[src/rtl/bus_demux3.sv]
// Routes one initiator load/store to one of three address-decoded targets and returns data or error.
// Latency: mapped access acks one cycle after the target ack (or after TIMEOUT request cycles); unmapped acks in cycle 1.
// Backpressure: a single transaction in flight; I_req while O_busy is high is dropped, not queued.
module bus_demux3 #(
  parameter logic [31:0] REGION1_BASE = 32'h00000000,
  parameter logic [31:0] REGION2_BASE = 32'h10000000,
  parameter logic [31:0] REGION3_BASE = 32'h20000000,
  parameter logic [31:0] REGION_MASK  = 32'hF0000000,
  parameter int          TIMEOUT      = 16
) (
  input  logic        I_clk,
  input  logic        I_rst,
  input  logic        I_req,
  input  logic        I_we,
  input  logic [31:0] I_addr,
  input  logic [31:0] I_wdata,
  input  logic [3:0]  I_be,
  output logic        O_busy,
  output logic        O_ack,
  output logic        O_err,
  output logic [31:0] O_rdata,
  output logic [2:0]  O_req,
  output logic        O_we,
  output logic [31:0] O_addr,
  output logic [31:0] O_wdata,
  output logic [3:0]  O_be,
  input  logic [2:0]  I_ack,
  input  logic [31:0] I_rdata1,
  input  logic [31:0] I_rdata2,
  input  logic [31:0] I_rdata3
);

  typedef enum logic [1:0] {S_IDLE, S_ACCESS, S_DONE} state_t;

  // Last counter value allowed in ACCESS before the access is abandoned.
  localparam logic [15:0] TO_LAST = 16'(TIMEOUT - 1);

  state_t      state_q, state_d;
  logic [15:0] cnt_q, cnt_d;
  logic [2:0]  sel_q, sel_d;
  logic        busy_q, busy_d;
  logic        ack_q, ack_d;
  logic        err_q, err_d;
  logic [31:0] rdata_q, rdata_d;
  logic [2:0]  req_q, req_d;
  logic        we_q, we_d;
  logic [31:0] addr_q, addr_d;
  logic [31:0] wdata_q, wdata_d;
  logic [3:0]  be_q, be_d;

  logic [2:0]  hit;
  logic [31:0] sel_rdata;

  // Decode the incoming address; lowest-numbered matching region wins.
  always_comb begin
    hit = 3'b000;
    if ((I_addr & REGION_MASK) == REGION1_BASE)      hit = 3'b001;
    else if ((I_addr & REGION_MASK) == REGION2_BASE) hit = 3'b010;
    else if ((I_addr & REGION_MASK) == REGION3_BASE) hit = 3'b100;
  end

  // Pick the read data of the latched target.
  always_comb begin
    sel_rdata = 32'h0;
    case (sel_q)
      3'b001:  sel_rdata = I_rdata1;
      3'b010:  sel_rdata = I_rdata2;
      3'b100:  sel_rdata = I_rdata3;
      default: sel_rdata = 32'h0;
    endcase
  end

  // Next-state and next-output logic; everything holds unless a state acts on it.
  always_comb begin
    state_d = state_q;
    cnt_d   = cnt_q;
    sel_d   = sel_q;
    ack_d   = ack_q;
    err_d   = err_q;
    rdata_d = rdata_q;
    req_d   = req_q;
    we_d    = we_q;
    addr_d  = addr_q;
    wdata_d = wdata_q;
    be_d    = be_q;
    case (state_q)
      S_IDLE: begin
        if (I_req) begin
          we_d    = I_we;
          addr_d  = I_addr;
          wdata_d = I_wdata;
          be_d    = I_be;
          sel_d   = hit;
          if (hit != 3'b000) begin
            state_d = S_ACCESS;
            req_d   = hit;
            cnt_d   = 16'd0;
          end else begin
            state_d = S_DONE;
            req_d   = 3'b000;
            ack_d   = 1'b1;
            err_d   = 1'b1;
            rdata_d = 32'h0;
          end
        end
      end
      S_ACCESS: begin
        cnt_d = cnt_q + 16'd1;
        // Only the selected target's ack counts; ack beats a same-cycle timeout.
        if ((I_ack & sel_q) != 3'b000) begin
          state_d = S_DONE;
          req_d   = 3'b000;
          ack_d   = 1'b1;
          err_d   = 1'b0;
          rdata_d = we_q ? 32'h0 : sel_rdata;
        end else if (cnt_q == TO_LAST) begin
          state_d = S_DONE;
          req_d   = 3'b000;
          ack_d   = 1'b1;
          err_d   = 1'b1;
          rdata_d = 32'h0;
        end
      end
      S_DONE: begin
        state_d = S_IDLE;
        ack_d   = 1'b0;
        err_d   = 1'b0;
        rdata_d = 32'h0;
      end
      default: begin
        state_d = S_IDLE;
        req_d   = 3'b000;
        ack_d   = 1'b0;
        err_d   = 1'b0;
        rdata_d = 32'h0;
      end
    endcase
    busy_d = (state_d != S_IDLE);
  end

  // State and registered outputs, synchronously cleared by reset.
  always_ff @(posedge I_clk) begin
    if (I_rst) begin
      state_q <= S_IDLE;
      cnt_q   <= 16'd0;
      sel_q   <= 3'b000;
      busy_q  <= 1'b0;
      ack_q   <= 1'b0;
      err_q   <= 1'b0;
      rdata_q <= 32'h0;
      req_q   <= 3'b000;
      we_q    <= 1'b0;
      addr_q  <= 32'h0;
      wdata_q <= 32'h0;
      be_q    <= 4'h0;
    end else begin
      state_q <= state_d;
      cnt_q   <= cnt_d;
      sel_q   <= sel_d;
      busy_q  <= busy_d;
      ack_q   <= ack_d;
      err_q   <= err_d;
      rdata_q <= rdata_d;
      req_q   <= req_d;
      we_q    <= we_d;
      addr_q  <= addr_d;
      wdata_q <= wdata_d;
      be_q    <= be_d;
    end
  end

  assign O_busy  = busy_q;
  assign O_ack   = ack_q;
  assign O_err   = err_q;
  assign O_rdata = rdata_q;
  assign O_req   = req_q;
  assign O_we    = we_q;
  assign O_addr  = addr_q;
  assign O_wdata = wdata_q;
  assign O_be    = be_q;

endmodule

[config.mk]
export PLATFORM = sky130hd
export DESIGN_NAME = bus_demux3
export DESIGN_NICKNAME = d
export VERILOG_FILES = /design/src/rtl/bus_demux3.sv
export SDC_FILE = /design/constraint.sdc
export NUM_CORES = 1
export LEC_CHECK = 0
export BUFFER_PORTS_ARGS = -buffer_cell sky130_fd_sc_hd__buf_4
export CORE_AREA = 2 2 108 110
export CTS_CLUSTER_DIAMETER = 50
export CTS_CLUSTER_SIZE = 28
export DETAILED_ROUTE_END_ITERATION = 8
export DIE_AREA = 0 0 110 112
export PLACE_DENSITY_LB_ADDON = 0.15
export SYNTH_ARGS = -nofsm -noshare
export SYNTH_HDL_FRONTEND = slang
export SYNTH_SLANG_ARGS = --single-unit
export TNS_END_PERCENT = 10
[constraint.sdc]
create_clock -name I_clk -period 3.8 [get_ports I_clk]
set_input_delay 0.19 -clock I_clk [delete_from_list [all_inputs] [get_ports I_clk]]
set_output_delay 0.19 -clock I_clk [all_outputs]
set_load 0.01 [all_outputs]
# == After elaboration in Yosys (flattened, before gate mapping) ==
# Index checks and enable logic that the tools add are counted.
# totals
regBits,128
inputBits,171
out_inout_bits,107
word_cells,67
# classes
addsub,1
n_eq_ne,12
n_mux,30
n_bitwise,2
n_reduce_logical,10
# op_table
op,n
$mux W32,5
$pmux W32 S3,1
$pmux W32 S2,1
$logic_not A32 Y1,1
$mux W16,2
$pmux W16 S2,1
$mux W3,7
$add A16 B1 Y16 const B,1
$eq A16 B4 Y1 const B,1
$pmux W3 S3,1
$reduce_and A3 Y1,3
$mux W2,4
$ne A2 B2 Y1 const B,3
$reduce_bool A3 Y1,2
$mux W1,5
$eq A4 B1 Y1 const B,1
$eq A4 B2 Y1 const B,1
$pmux W1 S2,2
$pmux W2 S2,1
$reduce_bool A2 Y1,2
$and A3 B3 Y3,1
$eq A3 B1 Y1 const B,1
$eq A3 B2 Y1 const B,1
$eq A3 B3 Y1 const B,1
6 further kinds,6

# == Logic depth before layout (Yosys ltp) ==
# Gate-level depths: netlist of run 1.
# logic_depth
depth_word,9
mapped_depth,7
depth_no_buf,5

# == Least setup slack after synthesis of run 1 ==
# OpenSTA, ideal clock, no wires.
# synth_timing
path_kind,register to register
start,register cnt_q[0]
end,"register rdata_q[24], in the netlist O_rdata[24]"
setup_time_ns,0.138
t_arrival_ns,1.636
required_ns,3.662
path_slack_ns,2.027
stages_incl_launch_ff,7
n_path_buf,1
period_less_slack_ns,1.773
path_cell_list,dfxtp_1 ha_1 and3_1 nand4_1 a21oi_1 buf_2 o32ai_1
# synth_via
elab_chain_len,3
# synth_lines
item,line_no,source
from (decl),39,"logic [15:0] cnt_q, cnt_d;"
from (signal assigned),158,cnt_q <= cnt_d;
$eq A16 B4 Y1,116,end else if (cnt_q == TO_LAST) begin
$ne A3 B3 Y1 (no line),--,
$reduce_and A3 Y1 (no line),--,
to (signal assigned),163,rdata_q <= rdata_d;
to (decl),44,"logic [31:0] rdata_q, rdata_d;"
# Every way passes these cells.
# A chain may end at the register's enable or synchronous reset.

# == Final worst setup path of run 1 ==
# layout_timing
start,register sel_q[0]
end,"register rdata_q[21], in the netlist O_rdata[21]"
# layout_via
elab_chain_len,5
word_cells_on_any_way,11
cone_classes,eq/ne: 4; mux: 4; bitwise: 1; reduce/logical: 2
# layout_lines
item,line_no,source
from (decl),40,"logic [2:0] sel_q, sel_d;"
from (signal assigned),159,sel_q <= sel_d;
$eq A3 B3 Y1 (tied with other cells),65,case (sel_q)
$pmux W32 S3,65,
$mux W32,115,rdata_d = we_q ? 32'h0 : sel_rdata;
$mux W32,110,if ((I_ack & sel_q) != 3'b000) begin
$pmux W32 S2,86,case (state_q)
# Several ways; a longest one is shown, not always the timed one.

==> run summary, run 1 <==
Data arrives at the worst endpoint at 2.71 ns. Detailed placement ended at an HPWL of 12.09 mm. Clock tree synthesis selected as its root buffer the cell sky130_fd_sc_hd__clkbuf_16.

STA classifies the critical path startpoint as a flip-flop. After detailed routing, the number of remaining DRC violations is 0. The area of the mapped netlist is 5326 sq um, and the number of different library cells in the post-synthesis netlist is 38. The tools report the total count of hold-check failures in the final report as 0. In this design, the stage delay of the slowest critical-path cell is 0.94 ns.

For this run, the number of Yosys warnings is 0. The detail route stage leaves a number of antenna-violating nets equal to 0. The average vias per placed instance was 5.416; the vias after detailed routing was 5,671. The number of buffers on the longest clock path is 2, and the clock transition at the registers of the reported paths is 0.05 ns. The kind of cell with the highest combined delay along the critical path is compound AO/OA/AOI/OAI gates. STA classifies the critical path endpoint as a flip-flop.

The number of slew-limit violations in the final report came out at 0. The finished layout holds 1,047 standard cells, fillers aside. Input and output buffers added on the ports amount to 277. By area, the combinational part of the netlist is dominated by compound AO/OA/AOI/OAI gates. The xor/xnor cell area share of the yosys netlist came out at 0%. The average routed wire per standard cell came out at 15.88 um. The flow ran to the end, and the final reports show no timing, DRC or antenna violations. The peak ir drop on the vdd network is 0.3522 mV. The area growth from synthesis to layout is 51.09%. Buffers inserted to repair hold after CTS numbered 0. Multiplexer share of the synthesized area: 0%. The residual overflow from global routing was 0; the clock latency at the later pin of the worst-skew pair was 0.41 ns. After floorplanning, the core was divided into 39 placement rows. The static leakage was 3.428 nW; the basic-gate share of the synthesized area counting and, or, nand and nor cells was 17.03%. Traced cell by cell, the critical path runs through a222oi_1, a21oi_2, buf_4, o32ai_1. The tools report the cell count after synthesis as 644. The congestion estimate from routability-driven global placement came to 0.8614. The first global-routing pass estimated 25.36 mm of wire. In this run the tightest slew margin relative to its limit is 15.50%. The number of buffers created by CTS came out at 17. The clock drives 128 sinks. The final worst clock skew is 0.007253 ns, and the post-synthesis register bit count is 128.

The tools report the initial core utilization as 47.67%. TritonCTS built the clock tree. The via count of the first global-routing pass is 5,341.

In the layout the commonest cells are sky130_fd_sc_hd__buf_4 (285), sky130_fd_sc_hd__nand2_1 (146), sky130_fd_sc_hd__dfxtp_1 (128). The H-tree was split into 4 levels. The post-route netlist has 35.40% of its cells at a drive strength greater than 1. The largest net degree at the start of global routing is 82. The most frequent standard cell in the layout excluding fill and tap cells was sky130_fd_sc_hd__buf_4.

The sum of buffers and inverters on the critical path is 1. The total area inside the core boundary comes to 11,170 sq um. Setup violations remaining at the end of the flow were counted as 0. The number of antenna violations at the first check in global routing came out at 0.

In this run the worst path has a maximum fanout of 21. The tools report the core occupancy in the finished layout as 72.02%. In this run the vertical extent of the chip is 112 um. Once placement completed, the tool counted placed cells totaling 1,017. The logs give 0 ns for the post-route setup TNS and 48.11% for the part of the Yosys area used for sequential elements.

In this run the mean area of a mapped cell was 8.271 sq um. The synthesized netlist devotes 0.2349% of its cell area to adder and majority cells. The largest individual stage delay along the critical path comes from the cell sky130_fd_sc_hd__a222oi_1. The repair_antennas step left the layout with diodes totalling 0. Type of the worst setup path: flip-flop to flip-flop. The post-cts gate resize count was 0; the width of the die was 110 um. Required time at the endpoint of the critical path: 4.10 ns. The tool flagged a number of max-cap violations equal to 0. The pre-antenna-repair detailed-routing pass consisted of 5 iterations. The run gives 278 as the number of top-level pins. Net count after synthesis: 816. Setup repair after global routing left no endpoint under its margin.

The time the worst path needs with I/O delays and setup was 2.408 ns; the starting DRC count in detailed routing was 255. For the pin with the worst max-slew slack, the measured transition is 1.264 ns. Static timing analysis puts the maximum clock frequency at 415.3 MHz.

Across every metal layer, demand over resource in global routing totals 26.17%. Buffers added to address setup during post-CTS repair amount to 0. The run gives 0.003417 W as the post-layout total power. In this run the worst hold path is classified as input pin to flip-flop.

The routed design has 16.63 mm of wire. Dividing the final minimum period by the clock period gives 63.37%. Dividing total power by cell area gives a power density of 424.5 nW/um^2. The synthesized netlist devotes 27.70% of its cell area to compound gates.

After the last flow step, the layout net total stands at 1,065. The die covers 12,320 sq um.
## where the power goes
part	switching [W]	total [W]	internal, W
Sequential	0.0000321	0.00143	0.00140
Clock	0.000547	0.00155	0.00101
Combinational	0.000206	0.000433	0.000227
Total	0.000785	0.00342	0.00263
## path summary, 6_finish.rpt
path	slack, ns	end	startpoint	cells after the start
worst max-delay path	1.39	O_rdata[21]	sel_q[0]	4
worst min-delay path	0.02	O_addr[11]	I_addr[11]	3
worst max register to register	1.39	O_rdata[21]	sel_q[0]	4
worst min register to register	0.45	O_addr[11]	O_addr[11]	2
## synthesized netlist by cell type
library cell / n / share of area, %
sky130_fd_sc_hd__nand3_1: 10 / 0.94
sky130_fd_sc_hd__and4_1: 2 / 0.33
sky130_fd_sc_hd__or4b_1: 1 / 0.19
sky130_fd_sc_hd__or3_1: 7 / 0.82
sky130_fd_sc_hd__clkbuf_1: 47 / 3.3
sky130_fd_sc_hd__nand4b_1: 2 / 0.33
sky130_fd_sc_hd__a32oi_1: 1 / 0.16
sky130_fd_sc_hd__o31ai_1: 7 / 0.99
sky130_fd_sc_hd__a2bb2oi_1: 32 / 5.3
sky130_fd_sc_hd__dfxtp_1: 128 / 48
sky130_fd_sc_hd__a211o_1: 1 / 0.16
sky130_fd_sc_hd__nor2b_1: 3 / 0.35
sky130_fd_sc_hd__nand2_1: 146 / 10
sky130_fd_sc_hd__o21a_1: 3 / 0.42
sky130_fd_sc_hd__buf_1: 1 / 0.070
sky130_fd_sc_hd__a21oi_1: 88 / 8.3
sky130_fd_sc_hd__ha_1: 1 / 0.23
sky130_fd_sc_hd__a211oi_1: 1 / 0.14
sky130_fd_sc_hd__o21ai_0: 9 / 0.85
sky130_fd_sc_hd__a22oi_1: 33 / 4.7
sky130_fd_sc_hd__nor3_1: 1 / 0.094
sky130_fd_sc_hd__nand4_1: 5 / 0.59
sky130_fd_sc_hd__o32ai_1: 33 / 5.4
sky130_fd_sc_hd__a31oi_1: 4 / 0.47
sky130_fd_sc_hd__and2_1: 1 / 0.12
sky130_fd_sc_hd__nor2_1: 5 / 0.35
sky130_fd_sc_hd__inv_1: 41 / 2.9
sky130_fd_sc_hd__a211oi_4: 1 / 0.38
sky130_fd_sc_hd__a222oi_1: 1 / 0.19
sky130_fd_sc_hd__or4_1: 6 / 0.85
sky130_fd_sc_hd__or3b_1: 1 / 0.16
sky130_fd_sc_hd__o311ai_1: 2 / 0.33
sky130_fd_sc_hd__and3_1: 5 / 0.59
sky130_fd_sc_hd__nor4b_1: 1 / 0.16
sky130_fd_sc_hd__nand2b_1: 1 / 0.12
sky130_fd_sc_hd__nor3b_1: 2 / 0.28
sky130_fd_sc_hd__nor4_1: 4 / 0.47
sky130_fd_sc_hd__buf_2: 7 / 0.66
## final cells by class
cell class | count | area, sq um
Tap cell | 143 | 178.9
Timing Repair Buffer | 285 | 2140
Multi-Input combinational cell | 420 | 2449
Inverter | 41 | 153.9
Clock inverter | 6 | 82.58
Clock buffer | 24 | 481.7
Fill cell | 881 | 3127
Sequential cell | 128 | 2562
## flip-flops by register name, indices dropped and copies added (netlist names)
signal,flops
sel_q,3
state_q,2
cnt_q,16
O_ack,1
O_be,4
O_wdata,32
O_busy,1
O_req,3
O_rdata,32
O_addr,32
O_we,1
O_err,1
## worst min-delay path, cell delays in order
cell	delay, ns
sky130_fd_sc_hd__buf_4	0.11
sky130_fd_sc_hd__nand2_1	0.04
sky130_fd_sc_hd__a21oi_1	0.05
## stage by stage
stage / hold WS, ns / instance area [sq um] / setup slack, ns
2_1_floorplan: 0.3260 / 5326 / 2.027
3_3_place_gp: 0.4364 / 7483 / 1.577
4_1_cts: 0.01503 / 8048 / 1.417
5_1_grt: 0.01880 / 8048 / 1.133
3_5_place_dp: 0.4446 / 7483 / 1.440
6_report: 0.02328 / 8048 / 1.392
## layer usage
| layer | global-route usage, % | up-vias | part of all wire, % |
|---|---|---|---|
| met5 | 0 | - | 0 |
| met2 | 45.56 | 246 | 51 |
| met3 | 9.953 | 17 | 9.9 |
| met4 | 8.017 | 0 | 1.6 |
| li1 | - | 2798 | - |
| met1 | 29.13 | 2610 | 38 |
## cell families after synthesis
group	after synthesis
AOI/OAI and AO/OA	216
adders and majority gates	1
buffers and inverters	96
DFF	128
and+or+nand+nor	203
(Power assumes the default switching activity.)
==> run 2: changes to the inputs <==
--- a/config.mk
+++ b/config.mk
@@ -5,12 +5,12 @@
 export SDC_FILE = /design/constraint.sdc
 export NUM_CORES = 1
 export LEC_CHECK = 0
+export ABC_AREA = 1
 export BUFFER_PORTS_ARGS = -buffer_cell sky130_fd_sc_hd__buf_4
-export CORE_AREA = 2 2 108 110
+export CORE_UTILIZATION = 46
 export CTS_CLUSTER_DIAMETER = 50
 export CTS_CLUSTER_SIZE = 28
 export DETAILED_ROUTE_END_ITERATION = 8
-export DIE_AREA = 0 0 110 112
 export PLACE_DENSITY_LB_ADDON = 0.15
 export SYNTH_ARGS = -nofsm -noshare
 export SYNTH_HDL_FRONTEND = slang
==> constraint.sdc (replaced) <==
create_clock -name I_clk -period 2.3 [get_ports I_clk]
set_input_delay 0.115 -clock I_clk [delete_from_list [all_inputs] [get_ports I_clk]]
set_output_delay 0.115 -clock I_clk [all_outputs]
set_load 0.01 [all_outputs]
==> run summary, run 2 <==
The run gives 5455 sq um (was 5326 sq um) as the area of the mapped netlist. The final worst clock skew came out at 0.02092 ns (was 0.007253 ns). The worst min-delay path category was input pin to flip-flop (unchanged). The layout overhead on the synthesized area came out at 62.18% (was 51.09%). Worst-path cell chain: ha_1, nand3_1, nor2_1, nand2_1, nand2_1, nand2_2, nand2_1, a21oi_1 (was a222oi_1, a21oi_2, buf_4, o32ai_1). The post-route setup TNS was 0 ns (unchanged); the period utilization was 80.77% (was 63.37%). Starting DRC count in detailed routing: 434 (was 255). The number of top-level pins is 278 (unchanged). The time the worst path needs with I/O delays and setup is 1.858 ns (was 2.408 ns).

The startpoint of the most critical register-to-register path is cnt_q[0] (was sel_q[0]). Sum of buffers and inverters on the critical path: 0 (was 1). The last weighted congestion value of the routability-driven placer came out at 0.8397 (was 0.8614). The run gives 2 (unchanged) as the number of buffers on the longest clock path. Leading cell types by count after synthesis: sky130_fd_sc_hd__nand2_1 (184), sky130_fd_sc_hd__nor2_1 (165), sky130_fd_sc_hd__dfxtp_1 (128) (was sky130_fd_sc_hd__nand2_1 (146), sky130_fd_sc_hd__dfxtp_1 (128), sky130_fd_sc_hd__a21oi_1 (88)). The filler-free cell count of the finished design was 1,273 (was 1,047). Setup repair after global routing left no endpoint under its margin.

The run gives 11.83 mm (was 12.09 mm) as the total half-perimeter wirelength after legalization and detailed placement. The cell count after synthesis was 790 (was 644). Kind of launch point of the worst setup path: a flip-flop (unchanged). The fraction of synthesized cell area taken by the top area cell type was 46.97% (was 48.11%); the fraction of final layout cells sized beyond drive strength 1 was 29.20% (was 35.40%). The total DRC errors in the routed layout is 0 (unchanged). For the placeable core region, the log shows 11,470 sq um (was 11,170 sq um).

Most frequent standard cell in the layout excluding fill and tap cells: sky130_fd_sc_hd__buf_4 (unchanged). The average routed wire per standard cell is 15.20 um (was 15.88 um). The capture point of the critical path was O_rdata[16] (was O_rdata[21]). The root buffer cell is sky130_fd_sc_hd__clkbuf_16 (unchanged).

The largest net degree at the start of global routing is 75 (was 82). For the total count of hold-check failures in the final report, the log shows 0 (unchanged). The total detailed-routing wirelength is 19.35 mm (was 16.63 mm). The most area-hungry cell type in the Yosys netlist was sky130_fd_sc_hd__dfxtp_1 (unchanged).

For the net count after synthesis, the log shows 962 (was 816). The fraction of synthesis flops using an asynchronous set or reset pin was 0% (unchanged); the required time at the endpoint of the critical path was 2.57 ns (was 4.10 ns). Level count of the clock H-tree: 4 (unchanged).

The number of slew-limit violations in the final report is 0 (unchanged). The most numerous cell in the Yosys netlist is sky130_fd_sc_hd__nand2_1 (unchanged). The longest individual stage delay on the worst path works out to 0.39 ns (was 0.94 ns). The run gives 5 (unchanged) as the first-pass iteration count of the detailed router. The run gives 47.57% (was 47.67%) as the initial core utilization. The run gives 0 (unchanged) as the number of maximum-capacitance violations. The type of the worst setup path is flip-flop to flip-flop (unchanged).

The cell at the slowest stage of the critical path is sky130_fd_sc_hd__nand2_2 (was sky130_fd_sc_hd__a222oi_1). The count of buffers inserted at the top-level ports was 277 (unchanged). The logs give 0 (unchanged) for the residual antenna-violating net count after detailed routing and 6,566 (was 5,671) for the vias after detailed routing. For the antenna cell count, the log shows 0 (unchanged). The post-layout total power is 0.006049 W (was 0.003417 W). The cell count along the critical path is 8 (was 4).

Biggest fanout along the worst timing path: 34 (was 21). TritonCTS built the clock tree. The static leakage was 4.123 nW (was 3.428 nW); the width of the die was 110.9 um (was 110 um). The clock latency at the later pin of the worst-skew pair came out at 0.42 ns (was 0.41 ns).

The final net count was 1,289 (was 1,065); the number of antenna violations at the first check in global routing was 0 (unchanged). The number of sinks driven by the clock tree is 128 (unchanged), and the part of the Yosys area used for sequential elements is 46.97% (was 48.11%). The number of cell instances on the worst register-to-register path works out to 8 (was 4). The fmax is 538.3 MHz (was 415.3 MHz). Number of flops mapped to enable cells by yosys: 0 (unchanged). The critical path launch point was cnt_q[0] (was sel_q[0]). The tools report the endpoint type of the worst setup path as a flip-flop (unchanged).

Number of failing setup endpoints in the final timing report: 0 (unchanged). The die footprint was 12,300 sq um (was 12,320 sq um). Die outline height: 110.9 um (was 112 um). The post-synthesis register bit count works out to 128 (unchanged). The power density over cell area works out to 683.7 nW/um^2 (was 424.5 nW/um^2). The synthesis warning total is 0 (unchanged), and the average instance area after synthesis is 6.905 sq um (was 8.271 sq um). The headroom to the max-slew limit is 55.70% (was 15.50%), and the global-route usage over all layers is 31.25% (was 26.17%). The dominant synthesized flop cell was sky130_fd_sc_hd__dfxtp_1 (unchanged).

The worst setup slack for register-to-register paths is 0.44 ns (was 1.39 ns), and the peak ir drop on the vdd network is 0.5546 mV (was 0.3522 mV). The flow ran to the end, and the final reports show no timing, DRC or antenna violations. The number of different library cells in the post-synthesis netlist is 24 (was 38), and the clock transition at the registers of the reported paths is 0.06 ns (was 0.05 ns).

The average vias per placed instance works out to 5.158 (was 5.416). Commonest cells after routing, fill and taps aside: sky130_fd_sc_hd__buf_4 (285), sky130_fd_sc_hd__nand2_1 (184), sky130_fd_sc_hd__nor2_1 (164) (was sky130_fd_sc_hd__buf_4 (285), sky130_fd_sc_hd__nand2_1 (146), sky130_fd_sc_hd__dfxtp_1 (128)). In this design, the critical path's most frequently occurring cell is sky130_fd_sc_hd__nand2_1. The wire length of the first global-routing pass is 30.73 mm (was 25.36 mm), and the residual overflow from global routing is 0 (unchanged).

The worst-margin pin slew came out at 0.6636 ns (was 1.264 ns). The logs give 39 (unchanged) for the number of standard-cell rows in the floorplan and 17 (unchanged) for the number of buffers created by CTS. The endpoint of the worst register-to-register path was O_rdata[16] (was O_rdata[21]). The post-placement cell count came out at 1,173 (was 1,017). The logs give 2.13 ns (was 2.71 ns) for the arrival time at the worst endpoint and 6,338 (was 5,341) for the via count of the first global-routing pass. The cell class contributing the biggest share of worst-path delay is simple AND/OR/NAND/NOR gates (was compound AO/OA/AOI/OAI gates). Top cells by area, synth: sky130_fd_sc_hd__dfxtp_1 (47%), sky130_fd_sc_hd__nand2_1 (13%), sky130_fd_sc_hd__nor2_1 (11%), sky130_fd_sc_hd__nand3_1 (7.6%), sky130_fd_sc_hd__o21ai_0 (6.4%) (was sky130_fd_sc_hd__dfxtp_1 (48%), sky130_fd_sc_hd__nand2_1 (10%), sky130_fd_sc_hd__a21oi_1 (8.3%), sky130_fd_sc_hd__o32ai_1 (5.4%), sky130_fd_sc_hd__a2bb2oi_1 (5.3%)).
## run 2: changes by cell type in the layout (fill, tap and decap cells not counted), moves of 12 or more
cell | previous run | this run
sky130_fd_sc_hd__a22oi_1 | 33 | 0
sky130_fd_sc_hd__nand2_1 | 146 | 184
sky130_fd_sc_hd__dlygate4sd3_1 | 0 | 68
sky130_fd_sc_hd__o32ai_1 | 33 | 0
sky130_fd_sc_hd__nor2_1 | 5 | 164
sky130_fd_sc_hd__inv_1 | 41 | 29
sky130_fd_sc_hd__o21ai_0 | 9 | 70
sky130_fd_sc_hd__a2bb2oi_1 | 32 | 0
sky130_fd_sc_hd__nand3_1 | 10 | 83
sky130_fd_sc_hd__a21oi_1 | 87 | 50
## run 2: cell type report
type / count / area (sq um)
clock buffers: 19 / 432.9
repair buffers: 355 / 2860
multi-input cells: 580 / 2542
fillers: 812 / 2620
inverters: 35 / 131.4
well taps: 143 / 178.9
clock inverters: 13 / 138.9
flip-flops and latches: 128 / 2562
## run 2: worst min-delay path by stage
| stage | startpoint | to | slack [ns] | cells after the start |
|---|---|---|---|---|
| after floorplan | I_addr[0] | O_addr[0] | 0.25 | 2 |
| after global placement | I_wdata[4] | O_wdata[4] | 0.33 | 3 |
| after detailed placement | I_wdata[20] | O_wdata[20] | 0.34 | 3 |
| after CTS | I_addr[29] | O_addr[29] | 0.008 | 3 |
| after global routing | I_addr[29] | O_req[2] | 0.04 | 3 |
| final | I_addr[29] | O_addr[29] | 0.02 | 3 |
## run 2: cells by family (layout without fill, tap and decap cells)
| family | count (synthesis) | after routing | share of synthesized area, % |
|---|---|---|---|
| flops | 128 | 128 | 46.97 |
| compound gates | 124 | 124 | 11.56 |
| buf+inv | 82 | 422 | 6.559 |
| simple gates | 455 | 455 | 34.68 |
| fa+ha+maj | 1 | 1 | 0.2293 |
## run 2: stage by stage
step,hold slack [ns],instance area [sq um],setup WS [ns],util (%)
6_report,0.02241,8847,0.4424,77.15
2_1_floorplan,0.2499,5455,0.8778,-
4_1_cts,0.007812,8847,0.4784,77.15
3_3_place_gp,0.3342,7595,0.5499,66.23
5_1_grt,0.04372,8847,0.2506,77.15
3_5_place_dp,0.3404,7595,0.4966,66.23
## run 2: worst reg2reg max path: stages (launching register included)
cell                      delay [ns]
sky130_fd_sc_hd__dfxtp_1        0.38
sky130_fd_sc_hd__ha_1           0.21
sky130_fd_sc_hd__nand3_1        0.14
sky130_fd_sc_hd__nor2_1         0.12
sky130_fd_sc_hd__nand2_1        0.06
sky130_fd_sc_hd__nand2_1        0.14
sky130_fd_sc_hd__nand2_2        0.39
sky130_fd_sc_hd__nand2_1        0.20
sky130_fd_sc_hd__a21oi_1        0.08
## run 2: power breakdown
| group | switching (W) | internal, W | total, W |
|---|---|---|---|
| Combinational | 0.000492 | 0.000512 | 0.00100 |
| Clock | 0.00102 | 0.00159 | 0.00261 |
| Sequential | 0.0000817 | 0.00235 | 0.00244 |
| Total | 0.00159 | 0.00446 | 0.00605 |
## run 2: timing repair
| item | 4_1_cts | 5_1_grt |
|---|---|---|
| gates resized for setup | 0 | 0 |
| endpoints found under the hold margin | 68 | 0 |
| hold buffers | 68 | 0 |
| endpoints found under the setup margin | 0 | 0 |
| setup buffers | 0 | 0 |
## run 2: per-layer routing
metal  vias up  global-route usage [%]  wire length [um]
met5         -                       0                 0
met4         0                   15.11               622
met3        47                   9.131              1493
met2       294                   53.79              9635
met1      3013                   35.31              7596
li1       3212                       -                 -
